--- config.mk ---
export PLATFORM = sky130hd
export DESIGN_NAME = instr_fetch_unit
export DESIGN_NICKNAME = d
export VERILOG_FILES = /design/src/rtl/instr_fetch_unit.sv
export SDC_FILE = /design/constraint.sdc
export NUM_CORES = 1
export LEC_CHECK = 0
export ABC_AREA = 1
export ABC_CLOCK_PERIOD_IN_PS = 17410
export CAP_MARGIN = 30
export CORE_MARGIN = 2
export CORE_UTILIZATION = 56
export CTS_CLUSTER_DIAMETER = 150
export DETAILED_ROUTE_END_ITERATION = 8
export GPL_TIMING_DRIVEN = 1
export MAX_ROUTING_LAYER = met4
export PLACE_DENSITY_LB_ADDON = 0.05
export SETUP_SLACK_MARGIN = 0.02
export SLEW_MARGIN = 30
export SYNTH_ARGS = -nofsm -noshare
export SYNTH_HDL_FRONTEND = slang
export SYNTH_SLANG_ARGS = --single-unit
export TNS_END_PERCENT = 20
--- constraint.sdc ---
create_clock -name clk -period 17.41 [get_ports clk]
set_clock_uncertainty 0.15 [all_clocks]
set_input_delay 2.6115 -clock clk [delete_from_list [all_inputs] [get_ports clk]]
set_output_delay 2.6115 -clock clk [all_outputs]
set_load 0.01 [all_outputs]
--- src/rtl/instr_fetch_unit.sv ---
// Instruction fetch unit: drives the fetch PC into a synchronous instruction
// memory, buffers returned words in a small FIFO, and hands them to the
// decoder over a valid/ready handshake. A redirect flushes the buffer and
// restarts fetch at the new PC.
module instr_fetch_unit #(
    parameter logic [31:0] RESET_PC  = 32'h0000_0000,
    parameter int          DEPTH     = 2,
    parameter logic [31:0] NOP_INSTR = 32'h0000_0013
) (
    input  logic        clk,
    input  logic        rst,
    output logic        imem_req,
    output logic [31:0] imem_addr,
    input  logic [31:0] imem_rdata,
    input  logic        redirect_valid,
    input  logic [31:0] redirect_pc,
    output logic [31:0] instr_out,
    output logic [31:0] pc_out,
    output logic        instr_valid,
    input  logic        instr_ready
);

    localparam int AW = $clog2(DEPTH);
    localparam int CW = $clog2(DEPTH + 1);

    logic [31:0]   fetch_pc_q, fetch_pc_d;
    logic [31:0]   req_pc_q, req_pc_d;
    logic          inflight_q, inflight_d;
    logic          squash_q, squash_d;
    logic [CW-1:0] count_q, count_d;
    logic [AW-1:0] rd_ptr_q, rd_ptr_d;
    logic [AW-1:0] wr_ptr_q, wr_ptr_d;

    logic [31:0]   instr_mem_q [DEPTH];
    logic [31:0]   pc_mem_q    [DEPTH];

    logic          accept;
    logic          push;
    logic [CW:0]   occupancy;

    // Handshake, request decision and next-state for the fetch pointers.
    always_comb begin
        fetch_pc_d = fetch_pc_q;
        req_pc_d   = req_pc_q;
        inflight_d = inflight_q;
        squash_d   = squash_q;
        count_d    = count_q;
        rd_ptr_d   = rd_ptr_q;
        wr_ptr_d   = wr_ptr_q;

        instr_valid = (count_q != '0) && !rst;
        accept      = instr_valid && instr_ready;
        // Counting the in-flight slot guarantees room for the response.
        occupancy   = {1'b0, count_q} + {{CW{1'b0}}, inflight_q};
        imem_req    = !rst && !redirect_valid &&
                      ((occupancy < (CW+1)'(DEPTH)) || accept);
        push        = inflight_q && !squash_q && !redirect_valid;

        if (redirect_valid) begin
            fetch_pc_d = {redirect_pc[31:2], 2'b00};
            count_d    = '0;
            rd_ptr_d   = '0;
            wr_ptr_d   = '0;
            inflight_d = 1'b0;
            squash_d   = 1'b1;
        end else begin
            squash_d   = 1'b0;
            inflight_d = imem_req;
            if (imem_req) begin
                fetch_pc_d = fetch_pc_q + 32'd4;
                req_pc_d   = fetch_pc_q;
            end
            if (push) begin
                wr_ptr_d = wr_ptr_q + AW'(1);
            end
            if (accept) begin
                rd_ptr_d = rd_ptr_q + AW'(1);
            end
            case ({push, accept})
                2'b10:   count_d = count_q + CW'(1);
                2'b01:   count_d = count_q - CW'(1);
                default: count_d = count_q;
            endcase
        end
    end

    // Control state register with synchronous reset.
    always_ff @(posedge clk) begin
        if (rst) begin
            fetch_pc_q <= RESET_PC;
            req_pc_q   <= RESET_PC;
            inflight_q <= 1'b0;
            squash_q   <= 1'b0;
            count_q    <= '0;
            rd_ptr_q   <= '0;
            wr_ptr_q   <= '0;
        end else begin
            fetch_pc_q <= fetch_pc_d;
            req_pc_q   <= req_pc_d;
            inflight_q <= inflight_d;
            squash_q   <= squash_d;
            count_q    <= count_d;
            rd_ptr_q   <= rd_ptr_d;
            wr_ptr_q   <= wr_ptr_d;
        end
    end

    // FIFO storage; contents are only meaningful below count, so no reset.
    always_ff @(posedge clk) begin
        if (!rst && push) begin
            instr_mem_q[wr_ptr_q] <= imem_rdata;
            pc_mem_q[wr_ptr_q]    <= req_pc_q;
        end
    end

    assign imem_addr = fetch_pc_q;
    assign instr_out = instr_valid ? instr_mem_q[rd_ptr_q] : NOP_INSTR;
    assign pc_out    = instr_valid ? pc_mem_q[rd_ptr_q]    : 32'h0000_0000;

endmodule
After elaboration in Yosys (flattened, before gate mapping)

Memory sizes are Yosys's and may differ from the RTL's. A register that Yosys moved wholly into a read port is not among the register bits.
Index checks and enable logic that the tools add are counted.
Widths: inputs -> output; s select.

Register bits after elaboration: 70
Latch bits: 0
RAM bits: 128
Bits in read-only memories: 0
Input bits: 68
Output and inout bits: 98
Logic and storage cells: 48
Memories kept: 2

Memories:

| name        | depth | bits a word | read ports | clocked after memory_dff | write ports | RTL line | RTL |
|---|---|---|---|---|---|---|---|
| instr_mem_q | 2     | 32          | 1          | 1                        | 1           | 34       | `logic [31:0] instr_mem_q [DEPTH];` |
| pc_mem_q    | 2     | 32          | 1          | 1                        | 1           | 35       | `logic [31:0] pc_mem_q [DEPTH];` |

Add/sub/neg operators: 6
Multipliers: 0
Divide/modulo/power cells: 0
$lt $le $gt $ge: 1
Equality and inequality tests: 2
Shifts and indexed selects: 0
Muxes and demuxes: 12
Bitwise gates (word level): 1
Reduce and logical (&&, ||, !) cells: 16

Operators with widths:

| operator              | count |
|---|---|
| $mux 32               | 4 |
| $add 32x3->32 const B | 1 |
| $logic_and 1x1->1     | 7 |
| $mux 1                | 7 |
| $reduce_bool 2->1     | 3 |
| $pmux 2 s2            | 1 |
| $add 2x1->3           | 1 |
| $logic_not 1->1       | 3 |
| $lt 3x2->1 const B    | 1 |
| $add 1x1->1 const B   | 2 |
| $add 2x1->2 const B   | 1 |
| $eq 2x1->1 const B    | 1 |
| $eq 2x2->1 const B    | 1 |
| $reduce_and 2->1      | 1 |
| $reduce_or 2->1       | 1 |
| $sub 2x1->2 const B   | 1 |
| $logic_or 1x1->1      | 1 |
| $not 1->1             | 1 |

Longest topological paths before layout

Depth in word-level cells: 7
Gate-level depth with buffers: 11
Gate-level depth less buffers: 10

Worst setup path after synthesis

Ideal clock, no wire load.

Kind: input to register
Start point: in redirect_valid
End point: mem instr_mem_q[0][0], enable pin
Library setup time: 558 ps
Arrival: 7313 ps
Data required time: 16702 ps
Slack: 9389 ps
Stages on the path: 4
Path buffers: 1
Cells stage by stage: inv_1 -> clkbuf_1 -> nand3_1 -> nor3_1

Cells in the longest elaborated chain, start to end: 5

RTL lines:

| element                      | RTL line | RTL |
|---|---|---|
| start: declaration           | 15       | `input logic redirect_valid,` |
| $logic_not 1->1              | 57       | `push = inflight_q && !squash_q && !redirect_valid;` |
| $logic_and 1x1->1            | 57       |  |
| $logic_and 1x1->1            | 110      | `if (!rst && push) begin` |
| $mux 1                       | 110      |  |
| $mux 1 (implied by the code) | 111      | `instr_mem_q[wr_ptr_q] <= imem_rdata;` |
| end: declaration             | 34       |  |

No other way between the ends.

Worst setup path after layout

Start point: in rst
End point: out pc_out[15]

Cells in the longest elaborated chain, start to end: 3

RTL lines:

| element            | RTL line | RTL |
|---|---|---|
| start: declaration | 11       | `input logic rst,` |
| $logic_not 1->1    | 51       | `instr_valid = (count_q != '0) && !rst;` |
| $logic_and 1x1->1  | 51       |  |
| $mux 32            | 118      | `assign pc_out = instr_valid ? pc_mem_q[rd_ptr_q] : 32'h0000_0000;` |
| end: declaration   | 18       | `output logic [31:0] pc_out,` |

No other way between the ends.

==> results.toml <==
[drt]
first_pass_iters = 5
num_vias = 6167
vias_per_cell = 5.08
detail-route-antenna-nets = 0
routed_wl_um = 17700
route.detailed.drc = 0
drtIter0Drc = 488
wl_per_cell_um = 14.6

[floorplan]
die_h_um = 127
start_util = 0.576
row_count = 44
fp.coreArea_mm2 = 0.0146
num_io_pins = 166
die_x_um = 127
fp.dieArea_mm2 = 0.0161

[sta]
worstMarginPinSlew_ps = 866
hold_ws_ps = 303
finalSetupTns_ps = 0
setup_viol = 0
grt_setup_unrepaired = "false"
finalHoldViolations = 0
slew_headroom = 0.423
drv_slew = 0
finalCritPeriodShare = 0.460
period_minus_slack_ps = 8010
max_freq_mhz = 125

[hold_path]
hp-class = "reg2reg"

[clock_tree]
cts_resized = 0
cts_buffers = 17
cts_root_buf = "clkbuf_16"
cts_num_sinks = 191
path_clk_slew_ps = 60
ctsHoldBuffers = 0
insertion_delay_ps = 420
ctsLongestPathBuffers = 2
cts_max_level = 4
cts_tree = "built"
postCtsSetupRepairBufs = 0

[grt]
grt_pass1_wl_um = 28700
grt_max_degree = 92
gr-total-overflow = 0
first_global_vias = 5774
grt_use_total = 0.235
grt_antenna_before_repair = 0

[synthesis]
synth_ff_type = "edfxtp_1"
yosys.area.top_type_share = 0.442
synth-seq-cells = 191
ys_types = 30
yosys.area.top_type = "edfxtp_1"
syn_avg_cell_area_um2 = 9.68
syn_area_mm2 = 0.00843
synth_area_leaders = "edfxtp_1 (44%), dfxtp_1 (16%), nand2_1 (9.7%), mux2_2 (7.9%), inv_1 (5.4%)"
synth-seq-area-share = 0.601
synth_edf_count = 124
syn_inst = 871
synthArstFlopShare = 0
yosysWarningCount = 0

[setup_path]
slowest_delay_ps = 570
rrSetupSlack_ps = 15170
required_ps = 14650
critical_path_class = "in2out"
critical-path-top-delay-family = "buffers and inverters"
worstPathMaxFanout = 63
crit_buf_inv = 6
cp_data_arrival_time_ps = 5250
cp_cell_sequence = "clkdlybuf4s50_1, buf_4, inv_2, nand2_1, inv_4, nand2_1, inv_1, clkdlybuf4s50_1"
slowest_stage = "clkdlybuf4s50_1"
worstSetupEndpointType = "output port"
start_kind = "input pin"

[run_status]
run_status = "completed"

[final_layout]
regArea_mm2 = 0.00507
fillCellCount = 1098
n_antenna_cell = 0
layout-drive-gt1-share = 0.109
layout.nets = 1088
syn2layout_area_growth_pct = 26.6
multi_input_area_mm2 = 0.00270

[power_and_ir_drop]
leakagePower_nw = 4.24
ir_worst_vdd_mv = 0.0620
cellPowerDensity_mw_per_mm2 = 87.4

[place]
dp_hpwl_um = 11500
port_buffers = 159
gp_congestion = 0.876

[job]
maxCapViolCount = 0
==> per-layer routing <==
layer | up-vias | part of all wire | track usage
met4 | 0 | 0.017 | 0.0724
met3 | 24 | 0.048 | 0.0363
met5 | - | 0 | -
met2 | 174 | 0.47 | 0.376
li1 | 3133 | - | -
met1 | 2836 | 0.47 | 0.313
==> metrics by stage <==
step	instances	instance area, um^2	util	power, mW	worst slack (ps)
global route	1215	10700	0.729	0.960	9130
global placement	1183	10100	0.690	0.574	9030
finish	1215	10700	0.729	0.933	9400
CTS	1215	10700	0.729	0.937	9330
detailed placement	1183	10100	0.690	0.576	9330
floorplan	874	8440	-	0.542	9390
==> synthesized netlist by cell type, types with 2 or more instances <==
library cell	count
buf_6	5
a21boi_0	2
buf_4	5
mux2_2	59
dfxtp_1	67
nor3_1	5
a21oi_1	33
buf_1	3
clkbuf_1	18
o21a_1	2
inv_2	3
o211ai_1	3
o21ai_0	44
edfxtp_1	124
inv_1	121
xnor2_1	2
nand2_1	218
nand2_2	2
and2_1	2
buf_2	9
ha_1	2
nor2_2	6
nand3_1	82
o21ai_1	3
nor2_1	46
==> registers in the layout (all words and copies together) (netlist names), named ones only <==
register / count
wr_ptr_q: 1
pc_mem_q: 60
imem_addr: 30
rd_ptr_q: 1
req_pc_q: 30
squash_q: 1
count_q: 2
instr_mem_q: 64
inflight_q: 1
==> report_power, final <==
group | switching [mW] | internal, mW
registers | 0.0102 | 0.492
logic | 0.0315 | 0.0323
clock network | 0.160 | 0.206
==> worst register-to-register path, stage by stage, from the launching register on <==
cell	delay (ps)
dfxtp_1	360
inv_2	70
nand2_2	60
nand3_2	100
nand2_1	80
nand2_2	90
buf_4	640
nand2_1	280
inv_1	160
nand2_1	60
a21oi_1	130
==> logic make-up (layout without fill, tap and decap cells) <==
logic type | count (synthesis) | in the layout | synth area share
AO/OA/AOI/OAI | 87 | 87 | 0.0537
other | 1 | 4 | 0.000445
multiplexers | 59 | 59 | 0.0788
XOR/XNOR | 3 | 3 | 0.00312
buffers and inverters | 165 | 322 | 0.0818
flip-flops | 191 | 191 | 0.601
AND/OR/NAND/NOR | 363 | 363 | 0.179
adder cells (fa/ha/maj) | 2 | 2 | 0.00297
==> placed cells by master, fill, tap and decap left out, types with 2 or more instances in the layout <==
cell type and n:
inv_2 2, conb_1 4, mux2_2 59, clkinvlp_4 2
ha_1 2, nor3_2 2, clkinv_2 3, nand2_2 3
o21a_1 2, buf_4 6, a21oi_1 33, inv_1 121
and2_1 2, o21ai_0 44, xnor2_1 2, nor2_1 46
edfxtp_1 124, nand2_1 217, clkdlybuf4s50_1 159, dfxtp_1 66
inv_4 4, nor2_2 6, o211ai_1 3, nor3_1 3
clkbuf_8 4, clkbuf_16 18, a21boi_0 2, nand3_1 82
clkbuf_1 2, o21ai_1 3
==> final cells by class <==
class / count / area share
Multi-Input combinational cell: 518 / 0.253
Clock inverter: 8 / 0.00481
Clock buffer: 24 / 0.0481
Tap cell: 184 / 0.0216
Sequential cell: 191 / 0.475
Inverter: 125 / 0.0444
Timing Repair Buffer: 165 / 0.153
==> path summary, 6_finish.rpt <==
path                from             end  cells past startpoint
max                  rst      pc_out[15]                      8
min          req_pc_q[7]  pc_mem_q[0][7]                      0
max reg2reg   count_q[0]    imem_addr[6]                     10
min reg2reg  req_pc_q[7]  pc_mem_q[0][7]                      0
Power figures use the tool's default switching activity.
==> patch 1: new RTL, config.mk and constraints unchanged <==
Make the reset (`rst`) asynchronous in one clocked block. Comments in the files are not updated.
--- a/src/rtl/instr_fetch_unit.sv
+++ b/src/rtl/instr_fetch_unit.sv
@@ -85,7 +85,7 @@
     end
 
     // Control state register with synchronous reset.
-    always_ff @(posedge clk) begin
+    always_ff @(posedge clk or posedge rst) begin
         if (rst) begin
             fetch_pc_q <= RESET_PC;
             req_pc_q   <= RESET_PC;
Behaviour: differs if rst is asserted again (counterexample within 4 cycles, from zero or initial values and one cycle with rst high); with rst held inactive, the same outputs for 4 cycles.
==> patch 1 against the unedited design <==
  * Wire length rose by 9.9%
  * Worst setup slack lost 0.064 ns
  * Final area increased by 3.7%
  * Sequential cell count is 1 lower
  * Via count up 9.1%
  * Synthesized area increased by 4.2%
  * Final cell count increased by 12%
Power is not compared: it rests on default switching activity, and its combinational part moved more than twofold at a synthesized area within 25%.
==> patch 1: results (changes against the unedited design) <==
cells_and_area:
  drive_gt1_frac: 0.0691  # was 0.109
  nNetsFinal: 1200  # was 1,088
  stdcell_count: 1355  # was 1,215
  n_fill_cell: 1164  # was 1,098
yosys:
  synthAdderAreaFrac: 0.00142  # was 0.00297
  synthArstFlopShare: 0.347  # was 0
  synth_seq_area_share: 0.612  # was 0.601
  synth_compound_gate_area_share: 0.0279  # was 0.0537
  syn_avg_cell_area_um2: 8.94  # was 9.68 um^2
  synth_commonest_cells: "nand2_1 (431), edfxtp_1 (124), inv_1 (114)"  # was nand2_1 (218), edfxtp_1 (124), inv_1 (121)
  ys_types: 29  # was 30
  synthTopCellsByArea: "edfxtp_1 (42%), dfrtp_1 (19%), nand2_1 (18%)"  # was edfxtp_1 (44%), dfxtp_1 (16%), nand2_1 (9.7%)
  synth_xor_area_frac: 0.00299  # was 0.00312
routing:
  drt_iter0_drc: 416  # was 488
  met1_length_um: 8400  # was 8270 um
  wl_met3_um: 1070  # was 857 um
  met2_length_um: 9690  # was 8330 um
outcome:
  outcome: "complete, no violations"  # unchanged
power:
  fin_total_pwr_mw: 1.31
worst_setup_path:
  max_stage_delay_ns: 0.54  # was 0.57 ns
  path_max_fanout: 68  # was 63
  regToRegSetupSlack_ns: 14.71  # was 15.17 ns
  r2r-start: "inflight_q"  # was count_q[0]
  r2r_cells: 5  # was 10
timing:
  tightestPinTransition_ns: 0.841  # was 0.866 ns
  whs_ns: 0.325  # was 0.303 ns
grt:
  gr-usage-all-layers: 0.250  # was 0.235
  use_met3: 0.0487  # was 0.0363
  use_met2: 0.415  # was 0.376
  grt_pass1_vias: 6404  # was 5,774
place:
  gp_congestion: 0.954  # was 0.876
  pre_cts_slack_ns: 9.10  # was 9.33 ns
  place_area_um2: 10500  # was 10,100 um^2
worst_hold_path:
  min-delay-start: "req_pc_q[20]"  # was req_pc_q[7]
[patch 1: cell count changes after synthesis, moves of 5 or more]
| cell | before | now |
|---|---|---|
| inv_1 | 121 | 114 |
| o21ai_0 | 44 | 24 |
| dfxtp_1 | 67 | 0 |
| nor2_1 | 46 | 36 |
| mux2_2 | 59 | 0 |
| nand2_2 | 2 | 8 |
| nand3_1 | 82 | 75 |
| o21ai_1 | 3 | 19 |
| a21oi_1 | 33 | 6 |
| nor2_4 | 0 | 6 |
| nand2_1 | 218 | 431 |
| nand3_2 | 1 | 6 |
| dfrtp_1 | 0 | 66 |
[patch 1: cell type report]
cell class,instances,area [um^2],area share
flip-flops and latches,190,5380,0.486
multi-input cells,633,2720,0.246
repair buffers,169,1670,0.151
clock buffers,19,453,0.0409
inverters,120,450,0.0407
well taps,211,264,0.0239
clock inverters,13,126,0.0114
==> patch 2: new RTL, same settings <==
Without the edit above. Change the parameter `DEPTH` from 2 to 4.
--- a/src/rtl/instr_fetch_unit.sv
+++ b/src/rtl/instr_fetch_unit.sv
@@ -4,7 +4,7 @@
 // restarts fetch at the new PC.
 module instr_fetch_unit #(
     parameter logic [31:0] RESET_PC  = 32'h0000_0000,
-    parameter int          DEPTH     = 2,
+    parameter int          DEPTH     = 4,
     parameter logic [31:0] NOP_INSTR = 32'h0000_0013
 ) (
     input  logic        clk,
Formal check against the unedited RTL: not equivalent (a bounded check fails within 4 cycles, from zero or initial values and one cycle with rst high).
==> patch 2 against the unedited design <==
  * Final area increased by 51%
  * Count of clock-buffer cells in the layout increased by 25
  * Synthesized area increased by 58%
  * Wire length increased by 71%
  * Sequential cell count increased by 128
  * Fmax decreased by 2.2%
  * Combinational power increased by 9.4%
  * Power increased by 65%
  * Worst setup slack got worse by 0.18 ns
  * Global-route usage increased by 1.5 points
==> patch 2: results (changes against the unedited design) <==
outcome:
  outcome: "complete, no violations"  # unchanged
yosys:
  syn_inst: 1307  # was 871
  synth_commonest_cells: "nor2_1 (297), edfxtp_1 (248), nand2_1 (157)"  # was nand2_1 (218), edfxtp_1 (124), inv_1 (121)
  ys_types: 35  # was 30
  synthTopCellsByArea: "edfxtp_1 (56%), dfxtp_1 (11%), nor2_1 (8.4%)"  # was edfxtp_1 (44%), dfxtp_1 (16%), nand2_1 (9.7%)
  synth_seq_area_share: 0.665  # was 0.601
cells_and_area:
  nNetsFinal: 1517  # was 1,088
  top_regs: "instr_mem_q: 128 flops, pc_mem_q: 120 flops"  # was instr_mem_q: 64 flops, pc_mem_q: 60 flops
  drive_gt1_frac: 0.0648  # was 0.109
  n_fill_cell: 1836  # was 1,098
grt:
  grt_pass1_vias: 9248  # was 5,774
  gr-usage-all-layers: 0.250  # was 0.235
  grt_max_degree: 111  # was 92
place:
  gp_congestion: 0.887  # was 0.876
  place_hpwl_um: 17300  # was 11,500 um
  place_area_um2: 15100  # was 10,100 um^2
worst_hold_path:
  min_path_cells: 2  # was 0
  min-delay-start: "count_q[2]"  # was req_pc_q[7]
  hold_end: "count_q[2]"  # was pc_mem_q[0][7]
routing:
  drt_iter0_drc: 601  # was 488
  num_vias: 9519  # was 6,167
worst_setup_path:
  regToRegSetupSlack_ns: 15.18  # was 15.17 ns
  startpoint: "rst"  # unchanged
  crit_end: "pc_out[4]"  # was pc_out[15]
  path_max_fanout: 59  # was 63
  r2r-start: "inflight_q"  # was count_q[0]
  crit_arrival_ns: 5.42  # was 5.25 ns
  r2r_cells: 5  # was 10
  r2r_end: "instr_mem_q[1][31]"  # was imem_addr[6]
clocking:
  clock_latency_ns: 0.55  # was 0.42 ns
  numCtsBuffers: 31  # was 17
  clk_pin_slew_ns: 0.06  # about the same
  clockBufferDepth: 3  # was 2
  h-tree-depth: 1  # was 4
power:
  p_leak_nw: 5.69  # was 4.24 nW
  ir_drop_mv: 0.0652  # was 0.0620 mV
timing:
  tightestPinTransition_ns: 0.961  # was 0.866 ns
[patch 2: through the flow]
| step | util | hold slack, ns | worst slack (ns) |
|---|---|---|---|
| 6_report | 0.689 | 0.339 | 9.22 |
| 5_1_grt | 0.689 | 0.376 | 9.06 |
| 4_1_cts | 0.688 | 0.339 | 9.18 |
| 3_5_place_dp | 0.646 | 0.328 | 9.21 |
| 3_3_place_gp | 0.646 | 0.331 | 9.20 |
| 2_1_floorplan | - | 0.307 | 11.01 |
[patch 2: logic make-up (layout without fill, tap and decap cells)]
| family | after synthesis | in the layout | synth area share |
|---|---|---|---|
| other cells | 1 | 4 | 0.000281 |
| simple gates | 572 | 572 | 0.179 |
| compound gates | 253 | 253 | 0.0976 |
| buf+inv | 149 | 305 | 0.0476 |
| xor+xnor | 6 | 6 | 0.00394 |
| fa+ha+maj | 7 | 7 | 0.00713 |
| flops | 319 | 319 | 0.665 |
[patch 2: critical path, cell delays in order]
cell and delay (ns):
clkdlybuf4s50_1 0.45, buf_4 0.35, inv_2 0.38, nand2_2 0.19, buf_4 0.67, a21oi_1 0.17
clkdlybuf4s50_1 0.54
[patch 2: layout make-up]
cell class	instances	area [um^2]	share of cell area
multi-input combinational	842	3880	0.241
clock buffer	49	923	0.0573
tap	319	399	0.0247
inverter	74	278	0.0172
timing repair buffer	174	1720	0.107
clock inverter	8	51.3	0.00318
sequential	319	8870	0.550
[patch 2: where the power goes]
part           total (mW)  internal, mW  switching (mW)  leakage (nW)
Clock               0.629         0.363           0.267         0.474
Combinational      0.0699        0.0329          0.0370          2.39
Sequential          0.842         0.829          0.0130          2.83
[patch 2: per-layer routing]
layer  wire length [um]  vias to the layer above  track usage
met5                  0                        -            -
met1              13200                     4446        0.319
met4                894                        0       0.0897
met3               1730                       58       0.0354
li1                   -                     4713            -
met2              14500                      302        0.413
